==> src/rtl/multi_lane_serial_reader.sv <==
// Multi-lane serial reader: captures up to BUF_SIZE bits per lane from NUM_LANES
// serial inputs on a shared read strobe, MSB- or LSB-first, with abort and optional timeout.
// Latency: one bit per lane per read_sig cycle; done_sig rises one cycle after the last bit.
// Backpressure: none; read_sig is the only pacing, start is ignored unless idle.
// Ports: sys_clk/rst (async, active-high); start/abort/lsb_first/read_count control a transfer;
//   read_sig + data_in[k] feed lane k; data_out[k*BUF_SIZE +: BUF_SIZE] holds lane k;
//   done_sig (idle), aborted_sig, timeout_sig report how the last transfer ended.
// Optional feature: define READ_TIMEOUT_EN to end a stalled transfer after TIMEOUT_CYCLES idle cycles.
module multi_lane_serial_reader #(
    parameter  int BUF_SIZE       = 8,
    parameter  int NUM_LANES      = 1,
    parameter  int TIMEOUT_CYCLES = 1024,
    localparam int CTR_SIZE       = $clog2(BUF_SIZE + 1)
) (
    input  logic                          sys_clk,
    input  logic                          rst,
    input  logic                          start,
    input  logic                          abort,
    input  logic                          lsb_first,
    input  logic                          read_sig,
    input  logic [NUM_LANES-1:0]          data_in,
    input  logic [CTR_SIZE-1:0]           read_count,
    output logic [NUM_LANES*BUF_SIZE-1:0] data_out,
    output logic                          done_sig,
    output logic                          aborted_sig,
    output logic                          timeout_sig
);

    localparam logic [CTR_SIZE-1:0] BUF_MAX = CTR_SIZE'(BUF_SIZE);

    typedef enum logic [1:0] {
        ST_RESET = 2'd0,
        ST_IDLE  = 2'd1,
        ST_READ  = 2'd2
    } state_t;

    state_t                          state_q;
    state_t                          state_nxt;
    logic [CTR_SIZE-1:0]             ctr_q;
    logic [CTR_SIZE-1:0]             idx_q;
    logic                            lsb_q;
    logic [NUM_LANES*BUF_SIZE-1:0]   data_q;
    logic [NUM_LANES*BUF_SIZE-1:0]   data_cap;
    logic [BUF_SIZE-1:0]             lane_tmp;
    logic                            aborted_q;
    logic                            timeout_hit;

    // ---------------- state register ----------------
    always_ff @(posedge sys_clk or posedge rst) begin
        if (rst) state_q <= ST_RESET;
        else     state_q <= state_nxt;
    end

    // ---------------- next-state logic ----------------
    always_comb begin
        state_nxt = state_q;
        case (state_q)
            ST_RESET: state_nxt = ST_IDLE;
            ST_IDLE:  if (start) state_nxt = ST_READ;
            ST_READ:  if (abort || (ctr_q == '0) || timeout_hit) state_nxt = ST_IDLE;
            default:  state_nxt = ST_RESET;   // illegal encoding recovers through RESET
        endcase
    end

    // ---------------- output logic ----------------
    always_comb begin
        done_sig    = (state_q == ST_IDLE);
        aborted_sig = aborted_q;
        data_out    = data_q;
    end

    // Next value of every lane if a bit is captured this cycle.
    // MSB-first shifts left so the first bit ends up at bit n-1; LSB-first
    // drops the bit straight into position idx.
    always_comb begin
        data_cap = data_q;
        lane_tmp = '0;
        for (int k = 0; k < NUM_LANES; k++) begin
            lane_tmp = data_q[k*BUF_SIZE +: BUF_SIZE];
            if (lsb_q) lane_tmp = lane_tmp | (BUF_SIZE'(data_in[k]) << idx_q);
            else       lane_tmp = {lane_tmp[BUF_SIZE-2:0], data_in[k]};
            data_cap[k*BUF_SIZE +: BUF_SIZE] = lane_tmp;
        end
    end

    // ---------------- datapath ----------------
    always_ff @(posedge sys_clk or posedge rst) begin
        if (rst) begin
            ctr_q     <= '0;
            idx_q     <= '0;
            lsb_q     <= 1'b0;
            data_q    <= '0;
            aborted_q <= 1'b0;
        end else begin
            case (state_q)
                ST_IDLE: begin
                    if (start) begin
                        ctr_q     <= (read_count > BUF_MAX) ? BUF_MAX : read_count;
                        idx_q     <= '0;
                        lsb_q     <= lsb_first;
                        data_q    <= '0;
                        aborted_q <= 1'b0;
                    end
                end
                ST_READ: begin
                    // abort > ctr==0 > timeout > read_sig
                    if (abort) begin
                        aborted_q <= 1'b1;
                    end else if (ctr_q == '0) begin
                        // transfer complete; a strobe in this cycle is dropped
                    end else if (timeout_hit) begin
                        // partial data kept
                    end else if (read_sig) begin
                        data_q <= data_cap;
                        ctr_q  <= ctr_q - 1'b1;
                        idx_q  <= idx_q + 1'b1;
                    end
                end
                default: ;
            endcase
        end
    end

`ifdef READ_TIMEOUT_EN
    localparam int TMR_W = $clog2(TIMEOUT_CYCLES);

    logic [TMR_W-1:0] timer_q;
    logic             timeout_q;

    // timer_q counts completed idle READ cycles; the cycle that would make it
    // reach TIMEOUT_CYCLES is the one that ends the transfer.
    assign timeout_hit = (ctr_q != '0) && (timer_q == TMR_W'(TIMEOUT_CYCLES - 1));
    assign timeout_sig = timeout_q;

    always_ff @(posedge sys_clk or posedge rst) begin
        if (rst) begin
            timer_q   <= '0;
            timeout_q <= 1'b0;
        end else if (state_q == ST_IDLE && start) begin
            timer_q   <= '0;
            timeout_q <= 1'b0;
        end else if (state_q == ST_READ) begin
            if (read_sig) timer_q <= '0;
            else          timer_q <= timer_q + 1'b1;
            if (!abort && timeout_hit) timeout_q <= 1'b1;
        end
    end
`else
    assign timeout_hit = 1'b0;
    assign timeout_sig = 1'b0;
`endif

endmodule

==> config.mk <==
export PLATFORM = sky130hd
export DESIGN_NAME = multi_lane_serial_reader
export DESIGN_NICKNAME = d
export VERILOG_FILES = /design/src/rtl/multi_lane_serial_reader.sv
export SDC_FILE = /design/constraint.sdc
export NUM_CORES = 1
export LEC_CHECK = 0
export ABC_AREA = 1
export CORE_MARGIN = 1.5
export CORE_UTILIZATION = 42
export DETAILED_ROUTE_END_ITERATION = 8
export PLACE_DENSITY = 0.65
export SLEW_MARGIN = 20
export SYNTH_ARGS = -nofsm -noshare
export SYNTH_HDL_FRONTEND = slang
export SYNTH_SLANG_ARGS = --single-unit
==> constraint.sdc <==
create_clock -name sys_clk -period 2.5 [get_ports sys_clk]
set_input_delay 0.25 -clock sys_clk [delete_from_list [all_inputs] [get_ports sys_clk]]
set_output_delay 0.25 -clock sys_clk [all_outputs]
set_load 0.02 [all_outputs]
==> results.txt, run 1 <==
* Run status: completed
- Dividing total power by cell area gives a power density of 1210 mW/mm2.
- The clock drives 20 sinks.
- Maximum clock skew at final layout: about 0.0089 ns
* Io pins: 22
- Yosys warnings: 0
- Master cell of the clock root buffer: clkbuf_4
- Reg-to-reg critical path startpoint: state_q[0]
* Worst R2R Setup Slack: between 0.9 and 1 ns
- After synthesis, the largest area contributor takes up approximately two fifths of total cell area.
- Detailed placement finished with a half-perimeter wire length of about 1.9 mm.
- Global-route wire length before repair: 4.24 mm
- Number of input and output port buffers inserted: 20
- For this run, design rule violations remaining after detail routing come to 0.
- STA classifies the critical path endpoint as an output pin.
* Leading cell types by total area after synthesis: dfrtp_1 40%, nand2_1 8.7%, a21oi_1 6.8%, inv_1 6.3%, nand3_1 5.6%
* Syn_area_per_cell: 7.70 um2
- TritonCTS built the clock tree.
- After synthesis, the netlist uses 27 different library cells.
* #FFs+latches synth: 20
* Core ar.: about 0.0028 mm2
* Setup repair after global routing missed its margin: no
- Summing over every cut layer, the via total after detailed routing is 1070.
* Number of hold-repair buffers added at the cts stage: 0
* Leftover overflow at the end of global routing: 0
* Iteration-0 DRC count of the detailed router: 16
- After the flow finishes, the layout carries non-filler instances totaling around 210.
* Largest driver fanout on the critical path: 3
- Leading register cell type out of synthesis: dfrtp_1
- Routability-driven placement finished with a final weighted congestion of roughly 0.85.
- Max-capacitance violation count: 0
- Measured against its own limit, the worst slew margin works out to between 40% and 50%.
- Total length of routed wires: ~2.4 mm
- The initial utilization of the core area, before any placement, comes to between 40% and 50%.
- Number of synthesized flops with an enable pin: 0
- Cells resized by post-CTS repair: 0
- Leakage power: just over 0.0007 uW
- Counting the fill cells in the layout gives about 290.
* Worst supply voltage drop on vdd: 861 uV
* Maximum buffer depth of the clock tree: 2
- The synthesized netlist occupies a cell area of 0.00125 mm2.
- Net total in the final layout: 196
* Final antenna-violating net count: 0
- Clock latency on the worst-skew pair, taken at its later pin, is approximately 0.3 ns.
* Drt first pass iters: 4
- The die covers approximately 0.0033 mm2.
- Sum Neg Setup Slack: 0 ns
- Post-CTS timing repair inserted 0 buffers for setup.
- Diodes inserted: 0
- Global-route usage over all layers: between 10% and 20%
* Data required time of the critical path: ~2.3 ns
* Clock input transition at the sequential cells of the worst setup and hold paths: roughly 0.12 ns
- Relative to the synthesized area, the layout overhead comes to 19.3%.
- The floorplan has 19 rows.
* Actual slew at the worst max-slew pin: 0.753 ns
- The via count of the first global-routing pass came to 1023.
* Proportion of layout cells with a drive suffix above 1: ~14%
* Top post-synthesis cells by count: 29 x nand2_1, 21 x inv_1, 20 x dfrtp_1, 18 x nor2_1, 17 x a21oi_1
- Final-report setup violation count: 0
- After detailed routing, the number of vias per cell comes to 5.02.
* Routed WL per cell: about 11 um
* Post-synthesis sequential area ratio: roughly two fifths
- After synthesis, the share of flip-flops with an asynchronous set or reset is between 90% and 100%.
* Final hold violations: 0
- Arrival time at the worst endpoint: between 1.5 and 2 ns
- The worst setup path is of the flip-flop to output pin kind.
- Max Transition Viols Final: 0
- Mapped Cells: ~160
- The floorplan step set the die height to 57.5 um.
* Number of instances in the placed design: between 200 and 250
- Initial antenna violation count: 0
- Area leader, netlist: dfrtp_1
- CTS built an H-tree with a depth of 1.
- Largest net degree at the start of global routing: 21
* Total chip power: about 1800 uW
- Yosys instantiated no cell more often than nand2_1.
- For this run, the top clock speed supported by timing is about 0.56 GHz.
* Share of the cycle needed by the critical path after routing: 71.3%
- The worst hold path belongs to the class input port to async pin.
- Depth of the most critical reg-to-reg path: 9
* Die Width: about 58 um
* Number of clock buffers inserted by TritonCTS: 3
- The worst setup path is launched from a flip-flop.
* Post-layout min period: approximately 1.8 ns
- The number of nets handed over by synthesis was ~180.
- The endpoint identified for the worst register-to-register timing path is idx_q[3].
==> layout make-up <==
| type | count | area (um2) | area share, % |
|---|---|---|---|
| multi-input combinational | 113 | 616 | 41.4 |
| sequential | 20 | 500 | 33.6 |
| timing repair buffer | 20 | 200 | 13.5 |
| inverter | 25 | 96.3 | 6.48 |
| tap | 31 | 38.8 | 2.61 |
| clock buffer | 4 | 36.3 | 2.44 |
==> logic make-up after synthesis <==
group           synth area share, %
compound gates                 14.6
simple gates                   30.3
fa+ha+maj                      2.01
xor+xnor                       2.11
other cells                   0.301
buf+inv                        10.5
flops                          40.1
==> registers in the layout (all words and copies together) (netlist names) <==
| name | flops |
|---|---|
| ctr_q | 4 |
| aborted_sig | 1 |
| data_out | 8 |
| state_q | 2 |
| lsb_q | 1 |
| idx_q | 4 |
==> power by group <==
part | leakage [uW] | switching [uW] | internal (uW)
clock network | 0.0000210 | 102 | 88.7
logic | 0.000443 | 661 | 394
registers | 0.000257 | 103 | 448
==> placed cells by master (no fill, tap or decap), types with 2 or more instances in the layout <==
| cell | count |
|---|---|
| nand2_1 | 29 |
| xor2_1 | 3 |
| a21oi_1 | 17 |
| o21ai_1 | 3 |
| inv_1 | 21 |
| clkbuf_4 | 3 |
| nor2_1 | 18 |
| nand2_4 | 2 |
| o21ai_2 | 3 |
| dfrtp_1 | 20 |
| o21ai_0 | 6 |
| nand2_2 | 2 |
| inv_2 | 3 |
| nor2_2 | 5 |
| ha_1 | 2 |
| nand3_1 | 14 |
| clkdlybuf4s50_1 | 20 |
| a21oi_2 | 2 |
==> per-stage QoR <==
stage               hold slack (ns)  cell area [um2]  utilization (%)  setup slack, ns
finish                        0.361             1490             53.5            0.717
global route                  0.439             1490             53.5            0.636
CTS                           0.399             1490             53.5            0.700
detailed placement            0.496             1450             52.2            0.844
global placement              0.500             1450             52.2            0.909
floorplan                     0.214             1250                -             1.19
==> critical path, stage by stage, from the launching register on <==
cell and delay, ns:
dfrtp_1 0.40, inv_1 0.07, nand2_2 0.08, inv_1 0.08, clkdlybuf4s50_1 0.60
==> how the worst max path moves through the flow <==
stage / cells after the start / end / startpoint / slack, ns
finish: 4 / done_sig / state_q[1] / 0.72
global route: 4 / done_sig / state_q[1] / 0.64
CTS: 4 / done_sig / state_q[1] / 0.70
detailed placement: 9 / idx_q[3] / read_sig / 0.84
global placement: 9 / idx_q[0] / read_sig / 0.91
floorplan: 9 / idx_q[0] / ctr_q[0] / 1.19
==> routing by layer <==
layer | vias up | GRT usage [%] | routed length (um)
met1 | 491 | 21.0 | 1130
met4 | 0 | 7.31 | 53
li1 | 553 | - | -
met2 | 20 | 28.1 | 1180
met5 | - | 0 | 0
met3 | 6 | 2.04 | 65
No activity file was read; power rests on OpenSTA's default activity.
==> run 2, diff against run 1 <==
--- a/config.mk
+++ b/config.mk
@@ -9,7 +9,7 @@
 export CORE_MARGIN = 1.5
 export CORE_UTILIZATION = 42
 export DETAILED_ROUTE_END_ITERATION = 8
-export PLACE_DENSITY = 0.65
+export PLACE_DENSITY = 0.67
 export SLEW_MARGIN = 20
 export SYNTH_ARGS = -nofsm -noshare
 export SYNTH_HDL_FRONTEND = slang
==> constraint.sdc (replaced) <==
create_clock -name sys_clk -period 1.5 [get_ports sys_clk]
set_input_delay 0.15 -clock sys_clk [delete_from_list [all_inputs] [get_ports sys_clk]]
set_output_delay 0.15 -clock sys_clk [all_outputs]
set_load 0.02 [all_outputs]
==> results.txt, run 2 (synthesized netlist as in run 1, its figures left out) <==
- The run finished with clean final reports.
- Final antenna-violating net count: 0
- Reg-to-reg critical path startpoint: ctr_q[0]
* Util after Layout: 55.2%
* Setup repair after global routing missed its margin: no
- Leaving out fill and tap cells, the most frequent cell in the layout is nand2_1.
- Clock tree synthesis inserted a total of 3 buffers.
- Entering global routing, the biggest net connects 21 pins.
- Layout filler cell count: about 280
* Maximum clock skew at final layout: about 0.0072 ns
* Post-layout min period: around 1.4 ns
* Share of the cycle needed by the critical path after routing: around 94%
- Post-detail-place hpwl: around 1.8 mm
- In this design, the stage delay of the slowest critical-path cell is about 0.60 ns.
- Final hold violations: 0
- Routed WL per cell: 10.8 um
* Die height: between 50 and 60 um
* Non-filler cells in the finished layout: about 220
- P&R area growth vs syn: 23.2%
* Number of instances in the placed design: around 210
- The initial utilization of the core area, before any placement, comes to 44.8%.
- TritonCTS built the clock tree.
- Post-detailed-route DRC marker count: 0
* Via count: between 1000 and 1500
* Maximum buffer depth of the clock tree: 2
- Cell Chain, Critical Path: clkdlybuf4s50_1
* Largest driver fanout on the critical path: 2
* Proportion of layout cells with a drive suffix above 1: between 10% and 20%
- The first routing iteration left 20 violations.
- Number of flip-flops in the largest register: 8
- Max Transition Viols Final: 0
* Die Footprint: between 0.003 and 0.004 mm2
* Sum Neg Setup Slack: 0 ns
- Critical-path top delay cell: clkdlybuf4s50_1
* Drt first pass iters: 6
- The number of antenna diodes in the final layout is 0.
- The design draws approximately 3000 uW.
- Broken down by cell family, the worst path's largest delay share belongs to buffers and inverters.
- Leftover overflow at the end of global routing: 0
- Using the TritonRoute via totals, the vias-per-cell ratio works out to about 4.9.
- Max-capacitance violation count: 0
- Number of global-route vias before repair: approximately 950
- Area used by multi-input combinational logic: about 600 um2
- The worst setup path is launched from a flip-flop.
- Input and output buffers added on the ports amount to 20.
- Data required time of the critical path: 1.35 ns
- STA classifies the critical path endpoint as an output pin.
- Die Width: approximately 58 um
- The worst setup path is of the flip-flop to output pin kind.
* Global-route wire length before repair: 4.19 mm
- The number of antenna violations at the first check in global routing came to 0.
- The routed design has roughly 2.4 mm of wire.
* Net total in the final layout: 201
* H-Tree Level Count: 1
* Leakage power: approximately 0.00075 uW
- Clock input transition at the sequential cells of the worst setup and hold paths: 0.12 ns
- Data arrives at the worst endpoint at 1.27 ns.
- For this design the ratio of total power to cell area is around 2000 mW/mm2.
* Master cell of the clock root buffer: clkbuf_4
- The core region is 0.00278 mm2.
* Path category of the worst min-delay check: input port to async pin
- The critical path starts at aborted_sig.
- After floorplanning, the core was divided into 19 placement rows.
* Final-report setup violation count: 0
- IR analysis of the VDD net gives a maximum drop of 1310 uV.
- Global-route usage over all layers: between 10% and 20%
* Final GP Congestion: approximately 0.8
- Later-pin clock latency in the skew report: approximately 0.30 ns
* Total setup buffers inserted after CTS: 0
* Top achievable clock speed: a little over 0.7 GHz
- Commonest cells after routing, fill and taps aside: 29 x nand2_1, 21 x inv_1, 20 x dfrtp_1
* Combined buffer and inverter count along the critical path: 1
* Io pins: 22
- Clock tree synthesis found a total of 20 sinks.
* Seq. cell area: 500 um2
## run 2: changes by cell type in the layout (fill, tap and decap cells not counted), sizes merged
cell	previous run	this run
buf	0	5
clkdlybuf4s50	20	19
dlygate4sd2	0	1
## run 2: final cells by class
class | instances | area share [%]
Multi-Input combinational cell | 113 | 40.1
Sequential cell | 20 | 32.6
Timing Repair Buffer | 25 | 16.2
Inverter | 25 | 6.27
Tap cell | 31 | 2.52
Clock buffer | 4 | 2.36
## run 2: layer usage
| layer | up-vias | GRT usage, % | share of wire (%) |
|---|---|---|---|
| li1 | 561 | - | - |
| met1 | 495 | 20.8 | 47 |
| met2 | 18 | 26.9 | 50 |
| met3 | 0 | 2.04 | 3.9 |
| met4 | 0 | 5.98 | 0 |
| met5 | - | 0 | 0 |
## run 2: power by group
part / total [uW] / leakage [uW] / internal, uW / switching, uW
Combinational: 1840 / 0.000474 / 743 / 1100
Clock: 321 / 0.0000210 / 148 / 173
Sequential: 919 / 0.000257 / 746 / 173
## run 2: stage by stage
stage | setup slack (ns) | hold WS, ns | cell area, um2
finish | 0.0828 | 0.160 | 1540
global route | 0.0130 | 0.203 | 1540
CTS | 0.0682 | 0.167 | 1540
detailed placement | 0.0351 | 0.493 | 1500
global placement | 0.0665 | 0.490 | 1500
floorplan | 0.194 | 0.114 | 1250
## run 2: timing repair
action                     CTS  global route
gates resized for setup      1             0
hold buffers                 0             0
setup endpoints to repair    1             0
## run 2: final timing paths
path                               end  slack (ns)  cells past startpoint
max in group asynchronous  data_out[3]        1.12                      3
min in group sys_clk             lsb_q        0.41                      3
setup reg to reg              idx_q[0]        0.09                      9
hold / removal              state_q[0]        0.16                      3
hold reg to reg            aborted_sig        0.52                      1
setup / recovery           aborted_sig        0.08                      1
